**src/rtl/serial_row_loader.sv**
```systemverilog
// Deserialises LSB-first words from the host load link and writes one assembled row per data point.
// Latency: wr_en is registered one cycle after the last bit of a row is sampled; s_valid=0 stalls everything.
`timescale 1ns/1ps

module serial_row_loader #(
    parameter int LENGTH       = 16,
    parameter int MAX_FEATURES = 15,
    parameter int ADDR_WIDTH   = 12,
    parameter int DATA_WIDTH   = LENGTH * (MAX_FEATURES + 1)
) (
    input  logic                  CLK,
    input  logic                  RST,
    input  logic                  S,
    input  logic                  s_valid,
    input  logic                  start,
    input  logic [3:0]            feat,
    input  logic [ADDR_WIDTH-1:0] data_points,
    output logic                  wr_en,
    output logic [ADDR_WIDTH-1:0] wr_addr,
    output logic [DATA_WIDTH-1:0] wr_data,
    output logic                  busy,
    output logic                  load_done
);

    localparam int CNT_W = $clog2(LENGTH);
    localparam logic [CNT_W-1:0] LAST_BIT = CNT_W'(LENGTH - 1);

    typedef enum logic [1:0] {
        IDLE = 2'd0,
        RECV = 2'd1,
        DONE = 2'd2
    } state_t;

    state_t                  r_state;
    state_t                  w_state_nxt;
    logic [3:0]              r_feat_q;
    logic [ADDR_WIDTH-1:0]   r_dp_q;
    logic [CNT_W-1:0]        r_bit_cnt;
    logic [3:0]              r_word_idx;
    logic [ADDR_WIDTH-1:0]   r_row_cnt;
    logic [LENGTH-1:0]       r_word_sr;
    logic [DATA_WIDTH-1:0]   r_row_buf;
    logic                    r_wr_en;
    logic [ADDR_WIDTH-1:0]   r_wr_addr;
    logic [DATA_WIDTH-1:0]   r_wr_data;

    logic                    w_arm;
    logic                    w_take;
    logic                    w_word_done;
    logic                    w_row_done;
    logic                    w_last_row;
    logic [LENGTH-1:0]       w_new_word;
    logic [DATA_WIDTH-1:0]   w_row_merged;

    // start only arms a load outside RECV; a pulse mid-load is ignored
    assign w_arm       = start && (r_state != RECV);
    assign w_take      = (r_state == RECV) && s_valid;
    assign w_new_word  = {S, r_word_sr[LENGTH-1:1]};
    assign w_word_done = w_take && (r_bit_cnt == LAST_BIT);
    assign w_row_done  = w_word_done && (r_word_idx == 4'd0);
    assign w_last_row  = w_row_done && (r_row_cnt == r_dp_q);

    always_comb begin
        w_row_merged = r_row_buf;
        w_row_merged[r_word_idx*LENGTH +: LENGTH] = w_new_word;
    end

    always_ff @(posedge CLK or negedge RST) begin
        if (!RST) begin
            r_state <= IDLE;
        end else begin
            r_state <= w_state_nxt;
        end
    end

    always_comb begin
        w_state_nxt = r_state;
        busy        = 1'b0;
        load_done   = 1'b0;
        case (r_state)
            IDLE: begin
                if (start) begin
                    w_state_nxt = RECV;
                end
            end
            RECV: begin
                busy = 1'b1;
                if (w_last_row) begin
                    w_state_nxt = DONE;
                end
            end
            DONE: begin
                load_done = 1'b1;
                if (start) begin
                    w_state_nxt = RECV;
                end
            end
            default: begin
                w_state_nxt = IDLE;
            end
        endcase
    end

    always_ff @(posedge CLK or negedge RST) begin
        if (!RST) begin
            r_feat_q   <= '0;
            r_dp_q     <= '0;
            r_bit_cnt  <= '0;
            r_word_idx <= '0;
            r_row_cnt  <= '0;
            r_word_sr  <= '0;
            r_row_buf  <= '0;
            r_wr_en    <= 1'b0;
            r_wr_addr  <= '0;
            r_wr_data  <= '0;
        end else begin
            r_wr_en <= 1'b0;
            if (w_arm) begin
                r_feat_q   <= feat;
                r_dp_q     <= data_points;
                r_bit_cnt  <= '0;
                r_word_idx <= feat;
                r_row_cnt  <= '0;
                r_word_sr  <= '0;
                r_row_buf  <= '0;
            end else if (w_take) begin
                r_word_sr <= w_new_word;
                r_bit_cnt <= r_bit_cnt + CNT_W'(1);
                if (w_word_done) begin
                    r_bit_cnt <= '0;
                    if (r_word_idx != 4'd0) begin
                        r_word_idx <= r_word_idx - 4'd1;
                        r_row_buf  <= w_row_merged;
                    end else begin
                        // row complete: final word goes straight to the write port
                        r_wr_data  <= w_row_merged;
                        r_wr_addr  <= r_row_cnt;
                        r_wr_en    <= 1'b1;
                        r_row_buf  <= '0;
                        r_word_idx <= r_feat_q;
                        if (r_row_cnt != r_dp_q) begin
                            r_row_cnt <= r_row_cnt + ADDR_WIDTH'(1);
                        end
                    end
                end
            end
        end
    end

    assign wr_en   = r_wr_en;
    assign wr_addr = r_wr_addr;
    assign wr_data = r_wr_data;

endmodule

```
**config.mk**
```make
export PLATFORM = sky130hd
export DESIGN_NAME = serial_row_loader
export DESIGN_NICKNAME = d
export VERILOG_FILES = /design/src/rtl/serial_row_loader.sv
export SDC_FILE = /design/constraint.sdc
export NUM_CORES = 1
export LEC_CHECK = 0
export ABC_AREA = 1
export CORE_MARGIN = 2
export CORE_UTILIZATION = 30
export DETAILED_ROUTE_END_ITERATION = 16
export MAX_ROUTING_LAYER = met4
export PLACE_DENSITY_LB_ADDON = 0.3
export SETUP_SLACK_MARGIN = 0.1
export SLEW_MARGIN = 20
export SYNTH_ARGS = -nofsm -noshare
export SYNTH_HDL_FRONTEND = slang
export SYNTH_SLANG_ARGS = --single-unit
```
**constraint.sdc**
```tcl
create_clock -name CLK -period 2.8 [get_ports CLK]
set_clock_uncertainty 0.1 [all_clocks]
set_input_delay 0.42 -clock CLK [delete_from_list [all_inputs] [get_ports CLK]]
set_output_delay 0.42 -clock CLK [all_outputs]
set_load 0.05 [all_outputs]
```
==> reports/metrics.csv <==
metric;value;unit
outcome;completed;
DIE HEIGHT;292;µm
VDD IR-drop max;0.546;mV
core area;82100;µm²
initial antenna violation count;1;
Critical R2R Capture;wr_data[255];
Row Count;105;
DR iter-0 viols;1742;
largest net degree at the start of global routing;107;
wire length of the first global-routing pass;129000;µm
fin area;31700;µm²
crit path kind;reg -> reg;
Data arrival, critical path;3030;ps
Area contributors post-synth;dfrtp_1 58%, nand2_1 15%, o21ai_0 10%;
number of global-route vias before repair;20200;
dpl hpwl;56500;µm
post-synth top area share;58.0;%
Hold Path Sink;r_dp_q[8];
I/O pin count;292;
largest family of logic cells by synthesized area;simple AND/OR/NAND/NOR gates;
crit share post-route;93.2;%
adder-cell share of the synthesized area;0.351;%
TritonCTS clock tree;yes;
Slew Limit Fails;0;
Port Buffer Count;291;
EDFF count, synth;0;
Avg WL per Cell;19.6;µm
Worst-path clk slew;60;ps
slowest CP cell;nor3_1;
FMAX;383;MHz
setup TNS;0;ps
die footprint;85400;µm²
GRT overflow;0;
die width;292;µm
sequential share of power;37.7;%
CP peak stage delay;600;ps
Setup-failing EPs final;0;
Critical R2R Launch;r_word_idx[0];
crit path time final;2610;ps
vias per inst;4.91;
critical path fanouts, max;18;
Place WS;166;ps
Leakage;14.1;nW
Netlist Area Pre-Place;24900;µm²
H-tree levels;3;
net switching power figure;8.60;mW
final hold vios;0;
Num CTS Buffers;68;
Synth Area in XOR/XNOR;0.562;%
DRT antenna net count;0;
worst skew pair latency;610;ps
post-synthesis cell count;2924;
Post-Synth Simple-Gate Area;21.8;%
final worst-path setup slack;190;ps
Yosys Warn Count;0;
TritonRoute pass-1 iters;5;
Avg Inst Size Synth;8.52;µm²
CTS Buffer Depth;3;
all-layer global routing usage;20.1;%
Clk pwr share;37.6;%
crit start category;register;
crit-path cells;inv_1 -> ha_2 -> buf_4 -> nor3_1 -> inv_1 -> nand2_1 -> o21ai_0 -> o21ai_0;
Placed Area;29400;µm²
asr flop ratio synth;100;%
Max Cap Violations;0;
mux share of post-synthesis cell area;0;%
switching share of power;35.7;%
Mapped Nets;2952;
hold depth;3;
Logic pwr share;24.6;%
Worst EP required;3220;ps
CP Capture Type;register;
CTS Root Cell;clkbuf_16;
Synth cell types;30;
Max-slew headroom;47.1;%
min-delay src;data_points[8];
top cells by count, synth;997 x nand2_1, 578 x dfrtp_1, 501 x o21ai_0;
share of layout cells above drive strength 1;7.29;%
starting density of the core;30.4;%
Vias;21100;
HP Class;in -> reg;
internal power component;15.5;mW
# DRC;0;
Main synth FF type;dfrtp_1;
Worst Tran Pin Value;791;ps
final net count;3212;
area delta synth->final;27.3;%
dominant cell by count in the synthesized netlist;nand2_1;
sequential share of the synthesized area;58.0;%
CTS Sinks;578;
Compound-Gate Fraction of Synth Area;14.0;%
Power Dens Cells;760;nW/µm²
RSZ-0062 raised after global routing;yes;
flop2flop setup slack;190;ps
total wire length;84300;µm
Synth area leader;dfrtp_1;
FF-to-FF path depth;8;
#FFs+latches synth;578;
gp weighted congestion;0.850;
worst max-delay path: cells and delay by family (launching register included):
family                     cells  cell delay [ps]
adders and majority gates      1              360
buffers and inverters          3              530
and+or+nand+nor                2              700
AOI/OAI and AO/OA              2              460
DFF                            1              370
worst max-delay path by stage:
stage / depth (start not counted) / start / slack [ps] / to
2_1_floorplan: 12 / r_word_idx[0] / 270 / r_row_buf[203]
3_3_place_gp: 9 / s_valid / 160 / r_row_cnt[5]
3_5_place_dp: 9 / s_valid / 170 / r_row_cnt[10]
4_1_cts: 4 / r_state[1] / 180 / busy
5_1_grt: 10 / r_word_idx[0] / 90 / wr_data[184]
6_report: 8 / r_word_idx[0] / 190 / wr_data[255]
power by group through the flow:
| stage | clock, mW | combinational (mW) | sequential (mW) |
|---|---|---|---|
| finish | 9.08 | 5.95 | 9.10 |
| global route | 9.64 | 6.52 | 9.13 |
| CTS | 9.29 | 5.86 | 9.10 |
| detailed placement | 0 | 5.83 | 9.25 |
| global placement | 0 | 5.80 | 9.25 |
| floorplan | 0 | 3.36 | 9.37 |
cell type report:
type,count,area (µm²)
Antenna cell,1,2.50
Timing Repair Buffer,380,3930
Inverter,127,490
Sequential cell,578,14500
Clock buffer,95,1920
Multi-Input combinational cell,2029,9200
Tap cell,1070,1340
Clock inverter,28,378
Fill cell,8264,50400
through the flow:
| stage | power [mW] | hold WS [ps] | util [%] | std cells |
|---|---|---|---|---|
| floorplan | 12.7 | 24.4 | - | 2924 |
| global placement | 15.1 | 355 | 35.8 | 4182 |
| detailed placement | 15.1 | 360 | 35.8 | 4182 |
| CTS | 24.2 | 221 | 38.6 | 4306 |
| global route | 25.3 | 249 | 38.6 | 4308 |
| finish | 24.1 | 252 | 38.6 | 4308 |
flip-flops by register name, summed over array words and instances, names as in the netlist:
| name | cells |
|---|---|
| r_row_buf | 256 |
| wr_data | 256 |
| r_word_sr | 15 |
| r_dp_q | 12 |
| r_row_cnt | 12 |
| wr_addr | 12 |
| r_bit_cnt | 4 |
| r_feat_q | 4 |
| r_word_idx | 4 |
| r_state | 2 |
| wr_en | 1 |
repair_timing:
item	4_1_cts	5_1_grt
setup endpoints to repair	0	55
setup buffers	0	1
hold buffers	1	0
gates resized for setup	0	10
hold endpoints to repair	47	0
layer usage:
metal  part of all wire [%]  global-route usage [%]  up-vias  wire, µm
met5                      0                       -        -         0
met4                    3.2                    6.93        0      2740
met3                    6.3                    3.96      123      5350
met2                     46                    30.7      633     38800
met1                     44                    26.8    10300     37400
li1                       -                       -    10100         -
cell families after synthesis:
kind of cell,after synthesis
xor+xnor,16
simple gates,1332
buf+inv,317
compound gates,674
fa+ha+maj,7
flops,578
placed cells by master, fill, tap and decap left out, types with 2 or more instances in the layout:
cell	netlist	routed
a21oi_1	31	31
buf_12	0	27
buf_4	0	60
bufinv_16	0	4
clkbuf_1	90	15
clkbuf_16	0	68
clkbuf_8	0	12
clkdlybuf4s50_1	0	290
clkinv_16	0	3
clkinv_2	0	12
clkinv_8	0	3
clkinvlp_4	0	5
dfrtp_1	578	578
ha_1	7	6
inv_1	120	119
inv_2	7	5
nand2_1	997	997
nand2_2	2	2
nand3_1	195	195
nand4_1	33	33
nor2_1	91	75
nor2_2	5	18
nor2_4	1	4
nor2_8	2	2
nor3_1	2	2
o2111ai_1	2	2
o211ai_1	5	5
o21ai_0	501	501
o21ai_1	86	86
o21bai_1	32	32
o22ai_1	17	17
xnor2_1	12	12
xor2_1	4	4
Note: power is estimated with default switching activity, not from simulation.
